--- config.mk ---
export PLATFORM = sky130hd
export DESIGN_NAME = ahb_ri5cy_ifetch_bridge_flat
export DESIGN_NICKNAME = d
export VERILOG_FILES = /design/src/rtl/ahb_pkg.sv /design/src/rtl/ahb_ri5cy_ifetch_bridge_if.sv /design/src/rtl/ahb_wait_watchdog.sv /design/src/rtl/ahb_ri5cy_ifetch_bridge.sv /design/src/flat_wrapper.sv
export SDC_FILE = /design/constraint.sdc
export NUM_CORES = 1
export LEC_CHECK = 0
export CAP_MARGIN = 10
export CORE_AREA = 8 8 84 86
export CTS_BUF_LIST = sky130_fd_sc_hd__clkbuf_8 sky130_fd_sc_hd__clkbuf_16
export DETAILED_ROUTE_END_ITERATION = 7
export DIE_AREA = 0 0 92 94
export GPL_ROUTABILITY_DRIVEN = 0
export GPL_TIMING_DRIVEN = 0
export PLACE_DENSITY = 0.85
export REMOVE_ABC_BUFFERS = 1
export SYNTH_ARGS = -nofsm -noshare
export SYNTH_HDL_FRONTEND = slang
export SYNTH_SLANG_ARGS = --single-unit
--- constraint.sdc ---
create_clock -name clk -period 4.7 [get_ports clk]
set_input_delay 1.41 -clock clk [delete_from_list [all_inputs] [get_ports clk]]
set_output_delay 1.41 -clock clk [all_outputs]
set_load 0.01 [all_outputs]
--- src/rtl/ahb_pkg.sv ---
// Shared AHB-Lite encodings and the instruction-fetch bridge state type.
package ahb_pkg;

  localparam logic [1:0] HTRANS_IDLE   = 2'b00;
  localparam logic [1:0] HTRANS_NONSEQ = 2'b10;

  localparam logic [2:0] HSIZE_WORD    = 3'b010;
  localparam logic [2:0] HBURST_SINGLE = 3'b000;

  // LERR is only reachable when IFETCH_MISALIGN_CHK_EN is defined.
  typedef enum logic [1:0] {
    IDLE = 2'd0,
    DATA = 2'd1,
    ERR2 = 2'd2,
    LERR = 2'd3
  } ifetch_st_t;

endpackage

--- src/rtl/ahb_ri5cy_ifetch_bridge_if.sv ---
// AHB-Lite master-side bus bundle for the instruction-fetch bridge.
// Signal names keep the bridge's point of view (_o driven by master).
interface ahb_ri5cy_ifetch_bridge_if #(
  parameter int unsigned AW = 32,
  parameter int unsigned DW = 32
) ();

  logic [AW-1:0] haddr_o;
  logic [1:0]    htrans_o;
  logic          hwrite_o;
  logic [2:0]    hsize_o;
  logic [2:0]    hburst_o;
  logic [3:0]    hprot_o;
  logic          hmastlock_o;
  logic [DW-1:0] hwdata_o;
  logic          hready_i;
  logic [DW-1:0] hrdata_i;
  logic          hresp_i;

  modport master (
    output haddr_o, htrans_o, hwrite_o, hsize_o, hburst_o, hprot_o, hmastlock_o, hwdata_o,
    input  hready_i, hrdata_i, hresp_i
  );

  modport slave (
    input  haddr_o, htrans_o, hwrite_o, hsize_o, hburst_o, hprot_o, hmastlock_o, hwdata_o,
    output hready_i, hrdata_i, hresp_i
  );

endinterface

--- src/rtl/ahb_wait_watchdog.sv ---
// Counts consecutive stalled data-phase cycles and raises a sticky flag once the
// count reaches TIMEOUT_CYCLES. TIMEOUT_CYCLES = 0 removes the counter entirely.
module ahb_wait_watchdog #(
  parameter int unsigned TIMEOUT_CYCLES = 1024
) (
  input  logic clk,
  input  logic rst,
  input  logic stall_i,
  output logic timeout_o
);

  if (TIMEOUT_CYCLES == 0) begin : g_off
    logic unused_in;
    assign unused_in = ^{clk, rst, stall_i};
    assign timeout_o = 1'b0;
  end else begin : g_on
    localparam int unsigned CW = $clog2(TIMEOUT_CYCLES + 1);
    localparam logic [CW-1:0] LIMIT = CW'(TIMEOUT_CYCLES);

    logic [CW-1:0] cnt_q, cnt_d;
    logic          to_q;

    // Saturating count of consecutive stall cycles; any non-stall cycle restarts it.
    always_comb begin
      cnt_d = '0;
      if (stall_i) begin
        cnt_d = (cnt_q == LIMIT) ? cnt_q : cnt_q + 1'b1;
      end
    end

    // Counter and sticky flag, both cleared only by reset.
    always_ff @(posedge clk) begin
      if (rst) begin
        cnt_q <= '0;
        to_q  <= 1'b0;
      end else begin
        cnt_q <= cnt_d;
        if (cnt_d == LIMIT) begin
          to_q <= 1'b1;
        end
      end
    end

    assign timeout_o = to_q;
  end

endmodule

--- src/rtl/ahb_ri5cy_ifetch_bridge.sv ---
// RI5CY instruction-fetch (req/gnt/rvalid) to AHB-Lite master bridge.
// Single-word NONSEQ reads; the next address phase overlaps the current data phase.
// Optional build macro: IFETCH_MISALIGN_CHK_EN -- misaligned fetches are answered
// locally with an error instead of fetching the enclosing aligned word.
module ahb_ri5cy_ifetch_bridge
  import ahb_pkg::*;
#(
  parameter int unsigned AHB_ADDR_WIDTH = 32,
  parameter int unsigned AHB_DATA_WIDTH = 32,
  parameter logic [3:0]  HPROT_VAL      = 4'b0010,
  parameter int unsigned TIMEOUT_CYCLES = 1024
) (
  input  logic                        clk,
  input  logic                        rst,
  input  logic                        req_i,
  input  logic [31:0]                 addr_i,
  output logic                        gnt_o,
  output logic                        rvalid_o,
  output logic [31:0]                 rdata_o,
  output logic                        err_o,
  output logic                        timeout_o,
  ahb_ri5cy_ifetch_bridge_if.master   ahb
);

  localparam logic [1:0] ST_IDLE = IDLE;
  localparam logic [1:0] ST_DATA = DATA;
  localparam logic [1:0] ST_ERR2 = ERR2;
`ifdef IFETCH_MISALIGN_CHK_EN
  localparam logic [1:0] ST_LERR = LERR;
`endif

  logic [1:0] state_q, state_d;
  logic       stall;

  // Fixed attributes of every transfer this master issues.
  assign ahb.haddr_o     = AHB_ADDR_WIDTH'({addr_i[31:2], 2'b00});
  assign ahb.hwrite_o    = 1'b0;
  assign ahb.hsize_o     = HSIZE_WORD;
  assign ahb.hburst_o    = HBURST_SINGLE;
  assign ahb.hprot_o     = HPROT_VAL;
  assign ahb.hmastlock_o = 1'b0;
  assign ahb.hwdata_o    = {AHB_DATA_WIDTH{1'b0}};
  assign rdata_o         = 32'(ahb.hrdata_i);

`ifndef IFETCH_MISALIGN_CHK_EN
  // Byte offset is irrelevant when the aligned word is always fetched.
  logic unused_addr_lsb;
  assign unused_addr_lsb = ^addr_i[1:0];
`endif

  // Response decode, address-phase issue and next-state selection.
  always_comb begin
    logic err_first;
    state_d      = state_q;
    gnt_o        = 1'b0;
    rvalid_o     = 1'b0;
    err_o        = 1'b0;
    ahb.htrans_o = HTRANS_IDLE;
    // First ERROR cycle: the pipelined address phase must be cancelled.
    err_first    = (state_q == ST_DATA) && ahb.hresp_i;
    stall        = ((state_q == ST_DATA) || (state_q == ST_ERR2)) && !ahb.hready_i;

    // Data-phase completion; with no new grant the bridge falls back to IDLE.
    unique case (state_q)
      ST_DATA: begin
        if (ahb.hresp_i) begin
          state_d = ST_ERR2;
        end else if (ahb.hready_i) begin
          rvalid_o = 1'b1;
          state_d  = ST_IDLE;
        end
      end
      ST_ERR2: begin
        if (ahb.hready_i) begin
          rvalid_o = 1'b1;
          err_o    = 1'b1;
          state_d  = ST_IDLE;
        end
      end
`ifdef IFETCH_MISALIGN_CHK_EN
      ST_LERR: begin
        rvalid_o = 1'b1;
        err_o    = 1'b1;
        state_d  = ST_IDLE;
      end
`endif
      default: state_d = ST_IDLE;
    endcase

    // A new request overrides the fall-back so fetches can run back-to-back.
    if (req_i) begin
`ifdef IFETCH_MISALIGN_CHK_EN
      if (addr_i[1:0] != 2'b00) begin
        // Never reaches the bus; answered next cycle from LERR.
        gnt_o = ahb.hready_i;
        if (gnt_o) begin
          state_d = ST_LERR;
        end
      end else
`endif
      if (!err_first) begin
        ahb.htrans_o = HTRANS_NONSEQ;
        gnt_o        = ahb.hready_i;
        if (gnt_o) begin
          state_d = ST_DATA;
        end
      end
    end

    if (rst) begin
      gnt_o        = 1'b0;
      rvalid_o     = 1'b0;
      err_o        = 1'b0;
      ahb.htrans_o = HTRANS_IDLE;
    end
  end

  // State register; reset drops any fetch still in its data phase.
  always_ff @(posedge clk) begin
    if (rst) begin
      state_q <= ST_IDLE;
    end else begin
      state_q <= state_d;
    end
  end

  ahb_wait_watchdog #(
    .TIMEOUT_CYCLES(TIMEOUT_CYCLES)
  ) u_wdog (
    .clk      (clk),
    .rst      (rst),
    .stall_i  (stall),
    .timeout_o(timeout_o)
  );

endmodule

--- src/flat_wrapper.sv ---
// flat-port wrapper written by rule: the top's interface ports become plain ports
module ahb_ri5cy_ifetch_bridge_flat import ahb_pkg::*;
#(
  parameter int unsigned AHB_ADDR_WIDTH = 32,
  parameter int unsigned AHB_DATA_WIDTH = 32,
  parameter logic [3:0]  HPROT_VAL      = 4'b0010,
  parameter int unsigned TIMEOUT_CYCLES = 1024
)
  (clk, rst, req_i, addr_i, gnt_o, rvalid_o, rdata_o, err_o, timeout_o, ahb_haddr_o, ahb_htrans_o, ahb_hwrite_o, ahb_hsize_o, ahb_hburst_o, ahb_hprot_o, ahb_hmastlock_o, ahb_hwdata_o, ahb_hready_i, ahb_hrdata_i, ahb_hresp_i);
  ahb_ri5cy_ifetch_bridge_if #(.AW(32), .DW(32)) ahb_i ();
  input  logic clk;
  input  logic rst;
  input  logic req_i;
  input  logic [31:0] addr_i;
  output logic gnt_o;
  output logic rvalid_o;
  output logic [31:0] rdata_o;
  output logic err_o;
  output logic timeout_o;
  output wire logic [$bits(ahb_i.haddr_o)-1:0] ahb_haddr_o;
  output wire logic [$bits(ahb_i.htrans_o)-1:0] ahb_htrans_o;
  output wire logic [$bits(ahb_i.hwrite_o)-1:0] ahb_hwrite_o;
  output wire logic [$bits(ahb_i.hsize_o)-1:0] ahb_hsize_o;
  output wire logic [$bits(ahb_i.hburst_o)-1:0] ahb_hburst_o;
  output wire logic [$bits(ahb_i.hprot_o)-1:0] ahb_hprot_o;
  output wire logic [$bits(ahb_i.hmastlock_o)-1:0] ahb_hmastlock_o;
  output wire logic [$bits(ahb_i.hwdata_o)-1:0] ahb_hwdata_o;
  input wire logic [$bits(ahb_i.hready_i)-1:0] ahb_hready_i;
  input wire logic [$bits(ahb_i.hrdata_i)-1:0] ahb_hrdata_i;
  input wire logic [$bits(ahb_i.hresp_i)-1:0] ahb_hresp_i;
  assign ahb_haddr_o = ahb_i.haddr_o;
  assign ahb_htrans_o = ahb_i.htrans_o;
  assign ahb_hwrite_o = ahb_i.hwrite_o;
  assign ahb_hsize_o = ahb_i.hsize_o;
  assign ahb_hburst_o = ahb_i.hburst_o;
  assign ahb_hprot_o = ahb_i.hprot_o;
  assign ahb_hmastlock_o = ahb_i.hmastlock_o;
  assign ahb_hwdata_o = ahb_i.hwdata_o;
  assign ahb_i.hready_i = ahb_hready_i;
  assign ahb_i.hrdata_i = ahb_hrdata_i;
  assign ahb_i.hresp_i = ahb_hresp_i;
  ahb_ri5cy_ifetch_bridge #(.AHB_ADDR_WIDTH(AHB_ADDR_WIDTH), .AHB_DATA_WIDTH(AHB_DATA_WIDTH), .HPROT_VAL(HPROT_VAL), .TIMEOUT_CYCLES(TIMEOUT_CYCLES)) u_core (.clk(clk), .rst(rst), .req_i(req_i), .addr_i(addr_i), .gnt_o(gnt_o), .rvalid_o(rvalid_o), .rdata_o(rdata_o), .err_o(err_o), .timeout_o(timeout_o), .ahb(ahb_i));
endmodule
==> impl_metrics.tcl <==
set metrics [dict create \
    run_status "complete, no violations" \
    fill_cells 663 \
    synthTopCellsByArea "buf_4, dfxtp_1, nor2_1" \
    ioPinCount 183 \
    drive_gt1_frac 0.0491 \
    yosysTopAreaCell "buf_4" \
    clk_path_buf_depth 2 \
    worstSetupPathDepth 6 \
    period_share 0.920 \
    core_area_um2 5750 \
    cts_tree "yes" \
    die-area_um2 8650 \
    crit_path_end_kind "primary output" \
    max_freq_ghz 0.231 \
    synthToLayoutAreaGrowth_pct -27.2 \
    cts_resized 0 \
    ys_ff_latch 14 \
    min-delay-start "u_core.u_wdog.timeout_o" \
    initial_core_util 0.302 \
    clk_pin_slew_worst_paths_ns 0.06 \
    crit_path_start_kind "input pin" \
    route.detailed.drc 0 \
    viasPerCell 4.32 \
    maxCapViolations 0 \
    grtUsageTotal 0.110 \
    hold_violations 0 \
    cpLargestDelayFamily "buffers and inverters" \
    fin_worst_skew_ns 0.00547 \
    synth.distinct_cells 39 \
    max_stage_delay_ns 0.54 \
    leakage_nw 0.516 \
    fin_nets 237 \
    rows 28 \
    rrSetupSlack_ns 2.61 \
    holdPathStages 2 \
    dp_hpwl_um 4430 \
    cts_root_buf "clkbuf_8" \
    cts_sinks 14 \
    cp.buffers_inverters 4 \
    synthCells 224 \
    holdBufCountCts 0 \
    grt_max_degree 12 \
    antenna_left 0 \
    rsz0062_at_grt "false" \
    synth_edf_count 0 \
    ir_worst_vdd_uv 115 \
    worstPathArrival_ns 2.91 \
    yosysSeqAreaShare 0.161 \
    vias 1027 \
    yosys_warnings 0 \
    clock_latency_ns 0.25 \
    final_cells 238 \
    synth_area_per_cell_um2 7.75 \
    hp-class "flip-flop to flip-flop" \
    tns_ns 0 \
    async_flop_share 0 \
    crit_slowest_cell "clkdlybuf4s50_1" \
    synthFlopType "dfxtp_1" \
    chipWidth_um 92 \
    r2r_end "u_core.u_wdog.timeout_o" \
    firstDrtPassIters 4 \
    power_density_nw_per_um2 216 \
    antenna_found_initial 0 \
    min_to "u_core.u_wdog.timeout_o" \
    drv_slew 0 \
    critical_path_class "input pin to primary output" \
    chipHeight_um 94 \
    routed_wl_um 5170 \
    reg2reg_depth 7 \
    path_cells "clkdlybuf4s50_1, inv_1, a211oi_1, nand2_1, inv_1, clkdlybuf4s50_1" \
    drt-initial-drc-count 53 \
    finalSetupViolations 0 \
    io_buffers 9 \
    grt.overflow.total 0 \
    period_minus_slack_ns 4.32 \
    synthesis.area_um2 1740 \
    grt_pass1_vias 1029 \
    r2r-start "u_core.u_wdog.g_on.cnt_q[0]" \
    cts-htree-levels 1 \
    wl_per_cell_um 21.7 \
    crit_fanout 2 \
    cp.required_ns 3.29 \
    cts_setup_buffers 0 \
    numCtsBuffers 3 \
    grt_pass1_wl_um 6860 \
    netlist.area_leader.share 0.471 \
    dp_cells 234 \
    antenna_cells 0 \
]
==> through the flow <==
stage           util  instance area (um^2)  hold slack [ns]  setup slack (ns)  total power, mW
2_1_floorplan      -                  1030            0.468              1.23            0.144
3_3_place_gp   0.211                  1210            0.461             0.406            0.151
3_5_place_dp   0.211                  1210            0.459             0.360            0.151
4_1_cts        0.220                  1260            0.475             0.340            0.273
5_1_grt        0.220                  1260            0.521             0.202            0.281
6_report       0.220                  1260            0.477             0.376            0.273
==> worst max path at each step <==
| stage | start | endpoint | slack, ns |
|---|---|---|---|
| 6_report | req_i | gnt_o | 0.38 |
| 5_1_grt | req_i | gnt_o | 0.20 |
| 4_1_cts | rst | gnt_o | 0.34 |
| 3_5_place_dp | rst | gnt_o | 0.36 |
| 3_3_place_gp | rst | gnt_o | 0.41 |
| 2_1_floorplan | req_i | gnt_o | 1.23 |
==> registers in the layout (all words and copies together), names as in the netlist <==
name,count
u_core.u_wdog.timeout_o,1
u_core.state_q,2
u_core.u_wdog.g_on.cnt_q,11
==> synthesized netlist by cell type, types with 2 or more instances <==
master	instances
a21boi_0	3
a21oi_1	2
and3_1	2
buf_2	6
buf_4	109
buf_6	2
conb_1	2
dfxtp_1	14
ha_1	4
inv_1	10
nand2_1	4
nand3_1	5
nand4_1	5
nand4b_1	2
nor2_1	16
nor3_1	4
o21ai_0	2
o31ai_1	3
xnor2_1	6
xor2_1	4
==> power breakdown <==
part / switching [mW] / total [mW] / internal (mW)
registers: 0.000545 / 0.120 / 0.119
clock network: 0.0485 / 0.123 / 0.0744
logic: 0.0239 / 0.0307 / 0.00682
==> tightest hold or removal path, stage by stage, from the launching register on <==
cell,delay (ns)
dfxtp_1,0.32
inv_1,0.06
o32ai_2,0.05
==> cell families after synthesis <==
family                     Yosys count  share of synthesized area
muxes                                1                    0.00576
other                                2                    0.00432
DFF                                 14                      0.161
xor gates and xnor gates            10                     0.0504
adders and majority gates            4                     0.0288
and+or+nand+nor                     48                      0.151
buffers and inverters              129                      0.528
AOI/OAI and AO/OA                   16                     0.0706
==> layout by cell type, fill, tap and decap left out, types with 2 or more instances in the layout <==
cell type        synthesis  layout
a21boi_0                 3       3
a21oi_1                  2       2
and3_1                   2       2
clkbuf_8                 0       4
clkdlybuf4s50_1          0       9
conb_1                   2      47
dfxtp_1                 14      14
ha_1                     4       4
inv_1                   10      10
nand2_1                  4       4
nand3_1                  5       5
nand4_1                  5       5
nand4b_1                 2       2
nor2_1                  16      16
nor3_1                   4       4
o21ai_0                  2       2
o31ai_1                  3       3
xnor2_1                  6       6
xor2_1                   4       4
==> per-layer routing <==
metal / GRT usage / part of all wire / routed length, um
met1: 0.0894 / 0.28 / 1450
met2: 0.181 / 0.47 / 2440
met3: 0.111 / 0.24 / 1240
met4: 0.0282 / 0.0085 / 44
met5: 0 / 0 / 0
==> area by class of cell <==
| cell class | instances | area (um^2) | area share |
|---|---|---|---|
| inverters | 10 | 37.5 | 0.0297 |
| flip-flops and latches | 14 | 280 | 0.222 |
| repair buffers | 9 | 90.1 | 0.0712 |
| clock buffers | 4 | 55.1 | 0.0435 |
| multi-input cells | 126 | 708 | 0.560 |
| well taps | 75 | 93.8 | 0.0742 |
No activity file was read; power rests on OpenSTA's default activity.
